File: src/rtl/cla_addsub_pipe.sv
// Pipelined carry-lookahead adder/subtractor with valid/ready flow control.
// Each stage resolves one WIDTH/STAGES slice from BLOCK-bit lookahead groups.
module cla_addsub_pipe #(
   parameter int WIDTH  = 16,
   parameter int BLOCK  = 4,
   parameter int STAGES = 2
) (
   input  logic             clk,
   input  logic             rst,
   input  logic             in_valid,
   output logic             in_ready,
   input  logic [WIDTH-1:0] in_a,
   input  logic [WIDTH-1:0] in_b,
   input  logic             in_cin,
   input  logic             in_sub,
   output logic             out_valid,
   input  logic             out_ready,
   output logic [WIDTH-1:0] out_sum,
   output logic             out_cout,
   output logic             out_ovf,
   output logic             out_gp,
   output logic             out_gg
);
   localparam int SLICE  = WIDTH / STAGES;
   localparam int GROUPS = SLICE / BLOCK;

   // Result layout: {slice generate (cin=0), slice propagate, carry out, sum}
   function automatic logic [SLICE+2:0] slice_add(
      input logic [SLICE-1:0] a,
      input logic [SLICE-1:0] b,
      input logic             cin
   );
      logic [SLICE-1:0] p;
      logic [SLICE-1:0] g;
      logic [SLICE-1:0] s;
      logic             c_grp;
      logic             c_bit;
      logic             g_run;
      logic             p_run;
      logic             gg_grp;
      logic             pp_grp;
      p     = a ^ b;
      g     = a & b;
      s     = {SLICE{1'b0}};
      c_grp = cin;
      g_run = 1'b0;
      p_run = 1'b1;
      for (int j = 0; j < GROUPS; j++) begin
         gg_grp = 1'b0;
         pp_grp = 1'b1;
         c_bit  = c_grp;
         for (int i = 0; i < BLOCK; i++) begin
            s[j*BLOCK+i] = p[j*BLOCK+i] ^ c_bit;
            c_bit        = g[j*BLOCK+i] | (p[j*BLOCK+i] & c_bit);
            gg_grp       = g[j*BLOCK+i] | (p[j*BLOCK+i] & gg_grp);
            pp_grp       = pp_grp & p[j*BLOCK+i];
         end
         // The next group's carry comes from this group's P/G, not its ripple.
         c_grp = gg_grp | (pp_grp & c_grp);
         g_run = gg_grp | (pp_grp & g_run);
         p_run = p_run & pp_grp;
      end
      return {g_run, p_run, c_grp, s};
   endfunction

   logic             valid_q [STAGES];
   logic [WIDTH-1:0] a_q     [STAGES];
   logic [WIDTH-1:0] b_q     [STAGES];
   logic [WIDTH-1:0] sum_q   [STAGES];
   logic             c_q     [STAGES];
   logic             gp_q    [STAGES];
   logic             gg_q    [STAGES];
   logic             ovf_q;

   logic             valid_s [STAGES];
   logic [WIDTH-1:0] a_s     [STAGES];
   logic [WIDTH-1:0] b_s     [STAGES];
   logic [WIDTH-1:0] sum_s   [STAGES];
   logic             c_s     [STAGES];
   logic             gp_s    [STAGES];
   logic             gg_s    [STAGES];
   logic [WIDTH-1:0] sum_d   [STAGES];
   logic             c_d     [STAGES];
   logic             gp_d    [STAGES];
   logic             gg_d    [STAGES];
   logic             ovf_d;
   logic             stall_s;
   logic             ready_s;
   logic [SLICE+2:0] res_s;

   // Stage inputs, per-slice lookahead and the running word-level P/G.
   always_comb begin
      stall_s    = valid_q[STAGES-1] & ~out_ready;
      ready_s    = ~stall_s;
      res_s      = {(SLICE+3){1'b0}};
      valid_s[0] = in_valid & ready_s;
      a_s[0]     = in_a;
      b_s[0]     = in_b ^ {WIDTH{in_sub}};
      sum_s[0]   = {WIDTH{1'b0}};
      c_s[0]     = in_cin ^ in_sub;
      gp_s[0]    = 1'b1;
      gg_s[0]    = 1'b0;
      for (int k = 1; k < STAGES; k++) begin
         valid_s[k] = valid_q[k-1];
         a_s[k]     = a_q[k-1];
         b_s[k]     = b_q[k-1];
         sum_s[k]   = sum_q[k-1];
         c_s[k]     = c_q[k-1];
         gp_s[k]    = gp_q[k-1];
         gg_s[k]    = gg_q[k-1];
      end
      for (int k = 0; k < STAGES; k++) begin
         res_s    = slice_add(a_s[k][k*SLICE +: SLICE], b_s[k][k*SLICE +: SLICE], c_s[k]);
         sum_d[k] = sum_s[k];
         sum_d[k][k*SLICE +: SLICE] = res_s[SLICE-1:0];
         c_d[k]   = res_s[SLICE];
         gp_d[k]  = gp_s[k] & res_s[SLICE+1];
         gg_d[k]  = res_s[SLICE+2] | (res_s[SLICE+1] & gg_s[k]);
      end
      ovf_d = (a_s[STAGES-1][WIDTH-1] == b_s[STAGES-1][WIDTH-1]) &
              (sum_d[STAGES-1][WIDTH-1] != a_s[STAGES-1][WIDTH-1]);
   end

   // Pipeline registers: all stages hold together on stall, data loads only with a valid.
   always_ff @(posedge clk or posedge rst) begin
      if (rst) begin
         for (int k = 0; k < STAGES; k++) begin
            valid_q[k] <= 1'b0;
            a_q[k]     <= {WIDTH{1'b0}};
            b_q[k]     <= {WIDTH{1'b0}};
            sum_q[k]   <= {WIDTH{1'b0}};
            c_q[k]     <= 1'b0;
            gp_q[k]    <= 1'b0;
            gg_q[k]    <= 1'b0;
         end
         ovf_q <= 1'b0;
      end else if (!stall_s) begin
         for (int k = 0; k < STAGES; k++) begin
            valid_q[k] <= valid_s[k];
            if (valid_s[k]) begin
               a_q[k]   <= a_s[k];
               b_q[k]   <= b_s[k];
               sum_q[k] <= sum_d[k];
               c_q[k]   <= c_d[k];
               gp_q[k]  <= gp_d[k];
               gg_q[k]  <= gg_d[k];
            end
         end
         if (valid_s[STAGES-1]) begin
            ovf_q <= ovf_d;
         end
      end
   end

   assign in_ready  = ready_s;
   assign out_valid = valid_q[STAGES-1];
   assign out_sum   = sum_q[STAGES-1];
   assign out_cout  = c_q[STAGES-1];
   assign out_gp    = gp_q[STAGES-1];
   assign out_gg    = gg_q[STAGES-1];
   assign out_ovf   = ovf_q;

endmodule
File: config.mk
export PLATFORM = sky130hd
export DESIGN_NAME = cla_addsub_pipe
export DESIGN_NICKNAME = d
export VERILOG_FILES = /design/src/rtl/cla_addsub_pipe.sv
export SDC_FILE = /design/constraint.sdc
export NUM_CORES = 1
export LEC_CHECK = 0
export CAP_MARGIN = 0
export CORE_ASPECT_RATIO = 0.6
export CORE_MARGIN = 1.5
export CORE_UTILIZATION = 35
export CTS_BUF_LIST = sky130_fd_sc_hd__clkbuf_16
export CTS_CLUSTER_SIZE = 10
export DETAILED_ROUTE_END_ITERATION = 8
export PLACE_DENSITY = 0.68
export SYNTH_ARGS = -nofsm -noshare
export SYNTH_HDL_FRONTEND = slang
export SYNTH_SLANG_ARGS = --single-unit
File: constraint.sdc
create_clock -name clk -period 2.38 [get_ports clk]
set_input_delay 0.238 -clock clk [delete_from_list [all_inputs] [get_ports clk]]
set_output_delay 0.238 -clock clk [all_outputs]
set_load 0.01 [all_outputs]
After elaboration in Yosys (flattened, before gate mapping)
Cells that the tools add are included.
{"block": "op_classes", "n_eq_ne": 2, "n_reduce_logical": 2, "bitwise": 104}
{"operator": "$and 1x1->1", "n": 49}
{"operator": "$or 1x1->1", "n": 31}
{"operator": "$xor 1x1->1", "n": 17}
{"operator": "$and 8x8->8", "n": 2}
{"operator": "$xor 16x16->16", "n": 1}
{"operator": "$xor 8x8->8", "n": 2}
{"operator": "$reduce_and 2->1", "n": 2}
{"operator": "$not 1->1", "n": 2}
{"operator": "$eq 1x1->1", "n": 1}
{"operator": "$ne 1x1->1", "n": 1}
{"block": "word_totals", "regBits": 65, "input_bits": 38, "word_cells": 121}

Logic depth before layout (Yosys ltp)
Gate-level depths: netlist of the first run.
{"block": "depth", "depth_word": 17, "ltp_mapped": 12, "depth_no_buf": 10}

Least setup slack after synthesis of the first run
No wires, ideal clock.
{"block": "synth_timing", "path_kind": "input to register", "startpoint": "input port in_sub", "endpoint": "register sum_q (netlist bit sum_d[7])", "path_slack_ns": -0.757, "arrival_time_ns": 3.054, "path_buffers": 2, "required_ns": 2.297, "cell_stages": 12, "path_cell_list": "buf_6 buf_2 xor2_1 ha_1 nand3_1 or3b_1 and3_4 fa_1 fa_1 fa_1 xor2_1 o21ai_0"}
{"block": "synth_via", "elab_chain_cells": 16, "elab_cells_between_ends": 22}
{"item": "start: declaration", "line_no": "15", "text": "input logic in_sub,"}
{"item": "$xor 16x16->16", "line_no": "98", "text": "b_s[0] = in_b ^ {WIDTH{in_sub}};"}
{"item": "$xor 8x8->8 / $and 8x8->8 (equally long branches)", "line_no": "42, 43"}
{"item": "$and 1x1->1", "line_no": "55", "text": "gg_grp = g[j*BLOCK+i] | (p[j*BLOCK+i] & gg_grp);"}
{"item": "$or 1x1->1", "line_no": "55"}
{"item": "$and 1x1->1", "line_no": "55"}
{"item": "$or 1x1->1", "line_no": "55"}
{"item": "$and 1x1->1", "line_no": "55"}
{"item": "$or 1x1->1", "line_no": "55"}
{"item": "$or 1x1->1", "line_no": "59", "text": "c_grp = gg_grp | (pp_grp & c_grp);"}
{"item": "$and 1x1->1", "line_no": "54", "text": "c_bit = g[j*BLOCK+i] | (p[j*BLOCK+i] & c_bit);"}
{"item": "$or 1x1->1", "line_no": "54"}
{"item": "$and 1x1->1", "line_no": "54"}
{"item": "$or 1x1->1", "line_no": "54"}
{"item": "$and 1x1->1", "line_no": "54"}
{"item": "$or 1x1->1", "line_no": "54"}
{"item": "$xor 1x1->1 (*)", "line_no": "53", "text": "s[j*BLOCK+i] = p[j*BLOCK+i] ^ c_bit;"}
{"item": "end signal: indexed assignment", "line_no": "131", "text": "sum_q[k] <= {WIDTH{1'b0}};"}
{"item": "end signal: indexed assignment", "line_no": "143", "text": "sum_q[k] <= sum_d[k];"}
{"item": "end: declaration", "line_no": "69", "text": "logic [WIDTH-1:0] sum_q [STAGES];"}
Mark *: on every way between the ends. The rest lies on a longest branch, timed or not.
A chain may end at the register's enable or synchronous reset.

Final worst setup path of the first run
{"block": "layout_timing", "startpoint": "input port in_sub", "endpoint": "register sum_q (netlist bit sum_d[6])"}
{"block": "layout_via", "elab_chain_cells": 14, "elab_cells_between_ends": 20}
{"item": "$xor 16x16->16", "line_no": "98"}
{"item": "$xor 8x8->8 / $and 8x8->8 (equally long branches)", "line_no": "42, 43"}
{"item": "$and 1x1->1", "line_no": "55"}
{"item": "$or 1x1->1", "line_no": "55"}
{"item": "$and 1x1->1", "line_no": "55"}
{"item": "$or 1x1->1", "line_no": "55"}
{"item": "$and 1x1->1", "line_no": "55"}
{"item": "$or 1x1->1", "line_no": "55"}
{"item": "$or 1x1->1", "line_no": "59"}
{"item": "$and 1x1->1", "line_no": "54"}
{"item": "$or 1x1->1", "line_no": "54"}
{"item": "$and 1x1->1", "line_no": "54"}
{"item": "$or 1x1->1", "line_no": "54"}
{"item": "$xor 1x1->1 (*)", "line_no": "53"}
Marked as above.

==> metrics.cfg, run 1 <==
[logic_synthesis]
synth_nets = 302
yosysTopAreaCellShare_pct = 45.90
avgSynthCellArea_um2 = 11.32
synth_edf_count = 0
netlist_area_um2 = 2671
ys_seq_area_share_pct = 45.90
synth_area_leaders = dfrtp_1 46%, fa_1 9.0%, mux2_2 8.4%
async_flop_share_pct = 100.0
yosys_warnings = 0
ys_seq_elements = 49
synth.most_common_cell = dfrtp_1
synth_commonest_cells = 49 x dfrtp_1, 28 x nand2_1, 21 x inv_1, 21 x o21ai_0, 20 x mux2_2
synth_cells = 236
ys_types = 34
synth-main-ff-cell = dfrtp_1
yosysTopAreaCell = dfrtp_1

[timing]
hold_viol = 0
finalClockSkew_ns = 0.005509
period_needed_ns = 2.530
slew_viol_final = 0
tns_ns = -0.5040
final.setup.worst_slack_ns = -0.1502
fmax_ghz = 0.3952
grt_setup_unrepaired = yes
period_share_pct = 106.3
max_slew_margin_pct = 59.17
hold_ws_ns = 0.4271
setup_viol = 5
worstMarginPinSlew_ns = 0.6124

[pwr]
power.density_nw_per_um2 = 868.3
p_leak_nw = 1.703
p_int_w = 0.002308
finalPower_w = 0.003362
switchingPower_w = 0.001055
p_comb_share_pct = 42.0
netSwitchingFraction_pct = 31.37
p_seq_share_pct = 37.6
vdd_drop_max_mv = 0.3257
clkPwrFrac_pct = 20.5

[finish]
antenna_cells = 0
synthToLayoutAreaGrowth_pct = 44.96
fin_cells = 428
nets = 389
num-fill-cells = 677
final_layout_size_suffix_gt1_share_pct = 26.54

[routing]
wirelength_mm = 6.074
drc = 0
wl_per_cell_um = 14.19
firstDrtPassIters = 4
drtIter0Drc = 88
vias = 1967
drtAntennaViolNets = 0
vias_per_cell = 4.596

[setup_path]
startpoint = in_sub
slowest_stage = fa_2
critPathLaunchType = input port
end_kind = flip-flop
crit_top_cell = fa_2
worst-setup-path-type = input port to flip-flop
crit_required_ns = 2.56
r2r_start = a_q[26]
cp_max_fo = 5
path_cells = buf_12 > xor2_4 > ha_4 > nand3_2 > or3b_1 > and3_4 > fa_2 > fa_2 > fa_2 > o21ai_1
arrival_ns = 2.71
cpPeakStageDelay_ns = 0.53

[global_route]
grt_pass1_wl_mm = 10.29
grt_pass1_vias = 2021
grt-ovfl-total = 0
antenna_found_initial = 0
grt_max_degree = 50
grt_usage_pct = 16.54

[die]
core-area_um2 = 7327
initial_utilization_pct = 36.46
die_x_um = 115.8
std_cell_rows = 24
dieArea_um2 = 8183
die_y_um = 70.67
ios = 60

[place]
hpwl_mm = 4.520
gp_congestion = 0.8479
post-place-ws_ns = -0.9520
dpl.cell_count = 414
portBuffers = 59

[clock_network]
insertion_delay_ns = 0.29
clkTransAtPathRegs_ns = 0.07
cts-root-buf = clkbuf_16
cts_tree = done
h-tree-depth = 2
cts_sinks = 49
cts_buffers = 5
clk_path_buf_depth = 2

[job]
cap_violations = 0

[outcome]
status = finished with violations
violations = negative setup slack

[hold_path]
hold_class = input port to asynchronous set/reset pin

state kept, by name (all words and copies together) (netlist names):
name	cells
gp_q	1
out_gg	1
out_ovf	1
a_q	8
out_gp	1
out_sum	16
out_valid	1
c_q	1
gg_q	1
out_cout	1
valid_q	1
sum_d	8
b_q	8
power by group through the flow:
stage	registers, W	clock network [W]	logic [W]
after detailed placement	0.00127	0	0.00131
final	0.00126	0.000688	0.00141
after global placement	0.00126	0	0.00128
after global routing	0.00130	0.000746	0.00156
after floorplan	0.00132	0	0.000590
after CTS	0.00126	0.000707	0.00136
per-stage QoR:
step	area, um^2	utilization [%]
2_1_floorplan	2715	-
3_3_place_gp	3560	48.58
3_5_place_dp	3560	48.58
4_1_cts	3799	51.84
5_1_grt	3872	52.85
6_report	3872	52.85
critical path, delay by kind of cell:
family | cells | cell delay, ns
AO/OA/AOI/OAI | 1 | 0.06
XOR/XNOR | 1 | 0.19
adder cells (fa/ha/maj) | 4 | 1.49
buffers and inverters | 1 | 0.12
AND/OR/NAND/NOR | 3 | 0.61
cells by family after synthesis:
kind of cell    synth area share (%)
flops                          45.90
compound gates                 9.696
simple gates                   7.448
buf+inv                        4.825
fa+ha+maj                      16.49
xor+xnor                       7.213
mux                            8.431
final timing paths:
path / end / slack (ns) / cells after the start
max in group asynchronous: out_sum[15] / 1.54 / 3
max reg2reg: out_ovf / -0.12 / 8
min reg2reg: out_sum[8] / 0.47 / 2
min in group clk: sum_d[0] / 0.44 / 4
max: sum_d[6] / -0.15 / 10
min: out_sum[10] / 0.43 / 3
metal layers:
layer	share of wire (%)	track usage (%)	routed length [um]
met2	43	23.99	2604
met1	51	24.31	3122
met5	0	0	0
met4	1.2	4.201	74
met3	4.5	4.799	272
area by class of cell:
class | instances | area, um^2 | area share [%]
tap | 104 | 130.1 | 3.360
sequential | 49 | 1226 | 31.66
multi-input combinational | 157 | 1471 | 38.00
clock inverter | 3 | 18.77 | 0.4847
inverter | 21 | 78.83 | 2.036
clock buffer | 5 | 125.1 | 3.231
timing repair buffer | 89 | 822.0 | 21.23
layout by cell type, fill, tap and decap left out, drive strengths merged, types with 7 or more instances in the layout:
master         netlist  layout
a21oi               11      11
buf                  6      32
clkbuf               3       7
clkdlybuf4s50        0      50
dfrtp               49      49
fa                  12      12
ha                  16      16
inv                 21      22
mux2                20      20
nand2               29      29
o21ai               21      21
xnor2               11      11
xor2                11      11
what timing repair did:
| action | in CTS | in global routing |
|---|---|---|
| resized for setup | 25 | 16 |
| hold buffers | 0 | 0 |
| setup buffers | 6 | 1 |
| pin swaps | 14 | 14 |
| endpoints found under the setup margin | 9 | 6 |
| cloned | 0 | 0 |
(Power assumes the default switching activity.)
==> inputs of run 2 (changes only) <==
--- a/config.mk
+++ b/config.mk
@@ -5,6 +5,7 @@
 export SDC_FILE = /design/constraint.sdc
 export NUM_CORES = 1
 export LEC_CHECK = 0
+export ABC_AREA = 1
 export CAP_MARGIN = 0
 export CORE_ASPECT_RATIO = 0.6
 export CORE_MARGIN = 1.5
==> metrics.cfg, run 2 <==
[outcome]
status = finished with violations
violations = negative setup slack

[timing]
slew_viol_final = 0  ; unchanged
final.setup.worst_slack_ns = -0.2088  ; -0.05862 ns
finalClockSkew_ns = 0.004800  ; -0.0007096 ns
max_slew_margin_pct = 73.88  ; +15 points
worstMarginPinSlew_ns = 0.3909  ; -0.2215 ns
grt_setup_unrepaired = yes
period_needed_ns = 2.589  ; +0.05862 ns
fmax_ghz = 0.3863  ; -2.3%
hold_viol = 0  ; unchanged
period_share_pct = 108.8  ; +2.5 points
setup_viol = 5  ; unchanged

[clock_network]
cts-root-buf = clkbuf_16
cts_tree = done
clkTransAtPathRegs_ns = 0.07  ; about the same
insertion_delay_ns = 0.29  ; about the same
h-tree-depth = 2  ; unchanged
clk_path_buf_depth = 2  ; unchanged
cts_buffers = 5  ; unchanged
postCtsHoldBufs = 0  ; unchanged
cts_sinks = 49  ; unchanged

[finish]
final_cell_mix = 106 x nand2_1, 50 x clkdlybuf4s50_1, 49 x dfrtp_1, 24 x buf_4, 22 x inv_1
largest_reg_flops = 16  ; unchanged
final_layout_size_suffix_gt1_share_pct = 19.84  ; -6.7 points
num-fill-cells = 668  ; -1.3%
fin_cells = 487  ; +14%
final_common_cell = nand2_1
synthToLayoutAreaGrowth_pct = 41.22
fin_util_pct = 52.74  ; -0.11 points
design_area_um2 = 3944  ; +1.8%
regArea_um2 = 1226  ; unchanged
nets = 448  ; +15%
multiInputGateArea_um2 = 1506  ; +2.4%
antenna_cells = 0  ; unchanged

[place]
dpl_cell_area_um2 = 3681  ; +3.4%
hpwl_mm = 4.972  ; +10%
dpl.cell_count = 474  ; +14%
portBuffers = 59  ; unchanged
gp_congestion = 0.7622  ; -10%

[logic_synthesis]
yosysTopAreaCell = dfrtp_1
synth_commonest_cells = 109 x nand2_1, 49 x dfrtp_1, 27 x inv_1
netlist_area_um2 = 2793  ; +4.5%
yosysTopAreaCellShare_pct = 43.91  ; -2.0 points
synth_edf_count = 0  ; unchanged
synth_top_family_by_area = simple AND/OR/NAND/NOR gates
yosys.area_share.xor_xnor_pct = 6.586  ; -0.63 points
ys_types = 26  ; -24%
synth_nets = 367  ; +22%
yosys_warnings = 0  ; unchanged
async_flop_share_pct = 100.0  ; unchanged
synth.most_common_cell = nand2_1
synth-compound-area-share_pct = 6.989  ; -2.7 points
synth_area_leaders = dfrtp_1 44%, nand2_1 15%, fa_1 8.6%
synthMuxAreaShare_pct = 0  ; -8.4 points
avgSynthCellArea_um2 = 9.278  ; -18%
synthSimpleGateAreaFrac_pct = 19.09  ; +12 points
ys_seq_area_share_pct = 43.91  ; -2.0 points
synth_cells = 301  ; +28%
ys_seq_elements = 49  ; unchanged
synth-main-ff-cell = dfrtp_1
synthAdderAreaFrac_pct = 15.77  ; -0.72 points

[die]
ios = 60  ; unchanged
die_y_um = 72.19  ; +2.2%
core-area_um2 = 7477  ; +2.0%
die_x_um = 118.3  ; +2.2%
dieArea_um2 = 8542  ; +4.4%
initial_utilization_pct = 37.35  ; +0.89 points
std_cell_rows = 24  ; unchanged

[global_route]
met2_usage_pct = 26.03  ; +2.0 points
antenna_found_initial = 0  ; unchanged
grt_pass1_vias = 2262  ; +12%
top_usage_layer = met2
grt_pass1_wl_mm = 10.96  ; +6.5%
globalRouteMet1Util_pct = 23.25  ; -1.1 points
grt-ovfl-total = 0  ; unchanged
grt_max_degree = 50  ; unchanged
grt_usage_pct = 16.60  ; +0.056 points
gr-usage-met3_pct = 4.009  ; -0.79 points

[routing]
firstDrtPassIters = 4  ; unchanged
drc = 0  ; unchanged
drtIter0Drc = 115  ; +31%
vias_per_cell = 4.478  ; -2.6%
wl_per_cell_um = 13.29  ; -6.3%
drtAntennaViolNets = 0  ; unchanged
wirelength_mm = 6.473  ; +6.6%
vias = 2181  ; +11%

[pwr]
p_leak_nw = 1.867  ; +9.6%
vdd_drop_max_mv = 0.3704  ; +14%
power.density_nw_per_um2 = 850.1  ; -2.1%

[setup_path]
end_kind = flip-flop
cpPeakStageDelay_ns = 0.41  ; -0.12 ns
slowest_stage = fa_2
critPathLaunchType = flip-flop
crit_top_cell = fa_2
ff2ff_path_depth = 9  ; +1
crit_required_ns = 2.58  ; +0.02 ns
arrival_ns = 2.79  ; +0.08 ns
path_cells = ha_1 > nand2_2 > o21bai_4 > nand3_2 > fa_2 > fa_2 > fa_2 > xnor2_1 > o31ai_1
cp_top_family = adder cells
cp_max_fo = 2  ; -3
cp.depth = 9  ; -1
worst-setup-path-type = flip-flop to flip-flop
critPathBufInv = 0  ; -1

[job]
cap_violations = 0  ; unchanged

[hold_path]
hold_class = input port to asynchronous set/reset pin

==> run 2: cell count changes after synthesis, sizes merged, moves of 4 or more <==
cell / before / now
inv: 21 / 30
nor2: 3 / 11
buf: 6 / 10
xnor2: 11 / 17
xor2: 11 / 4
mux2: 20 / 0
nand2: 29 / 110
==> run 2: path summary, 6_finish.rpt <==
path                              from     endpoint  slack, ns
setup / recovery               b_q[26]      out_ovf      -0.21
hold reg to reg            out_sum[12]  out_sum[12]       0.48
max in group asynchronous          rst      b_q[27]       1.85
hold / removal                     rst   out_sum[9]       0.31
setup reg to reg               b_q[26]      out_ovf      -0.21
min in group clk           out_sum[12]  out_sum[12]       0.48
==> run 2: what timing repair did <==
| item | 4_1_cts | 5_1_grt |
|---|---|---|
| buffers inserted | 4 | 2 |
| resized for setup | 39 | 8 |
| setup endpoints to repair | 8 | 5 |
| pin swaps | 20 | 13 |
| gates cloned | 0 | 0 |
==> run 2: logic make-up after synthesis <==
group | after synthesis
and+or+nand+nor | 128
DFF | 49
buffers and inverters | 40
AOI/OAI and AO/OA | 35
adders and majority gates | 28
xor gates and xnor gates | 21
==> run 2: layer usage <==
| layer | part of all wire (%) | vias up | routed length [um] |
|---|---|---|---|
| li1 | - | 1094 | - |
| met1 | 49 | 1021 | 3173 |
| met2 | 44 | 60 | 2845 |
| met3 | 6.2 | 6 | 403 |
| met4 | 0.77 | 0 | 50 |
| met5 | 0 | - | 0 |
==> run 2: layout make-up <==
| class | count | area share (%) |
|---|---|---|
| inverter | 30 | 2.919 |
| tap | 104 | 3.299 |
| sequential | 49 | 31.09 |
| multi-input combinational | 212 | 38.20 |
| clock inverter | 3 | 1.174 |
| timing repair buffer | 84 | 20.15 |
| clock buffer | 5 | 3.173 |
==> run 2: per-stage QoR <==
stage	worst slack, ns	TNS (ns)	total power (W)	hold WS, ns
after floorplan	-0.3455	-1.006	0.001891	0.3476
after global placement	-0.7607	-3.522	0.002445	0.4544
after detailed placement	-0.8606	-3.925	0.002505	0.4651
after CTS	-0.3049	-0.9481	0.003343	0.3170
after global routing	-0.2918	-0.8867	0.003564	0.3433
final	-0.2088	-0.4682	0.003352	0.3086
==> run 2: worst register-to-register path: stages, from the launching register on <==
cell and delay [ns]:
dfrtp_1 0.39, ha_1 0.31, nand2_2 0.08, o21bai_4 0.12
nand3_2 0.12, fa_2 0.36, fa_2 0.36, fa_2 0.41
xnor2_1 0.14, o31ai_1 0.21
==> run 2: power by group <==
part | switching (W) | internal (W) | leakage, nW
clock | 0.000318 | 0.000498 | 0.0800
combinational | 0.000613 | 0.000690 | 1.18
sequential | 0.000165 | 0.00107 | 0.605
==> inputs of run 3 (changes only) <==
--- a/config.mk
+++ b/config.mk
@@ -13,6 +13,7 @@
 export CTS_BUF_LIST = sky130_fd_sc_hd__clkbuf_16
 export CTS_CLUSTER_SIZE = 10
 export DETAILED_ROUTE_END_ITERATION = 8
+export GPL_ROUTABILITY_DRIVEN = 0
 export PLACE_DENSITY = 0.68
 export SYNTH_ARGS = -nofsm -noshare
 export SYNTH_HDL_FRONTEND = slang
==> results of run 3 <==
Final layout, timing and power as in run 2 (identical DEF).
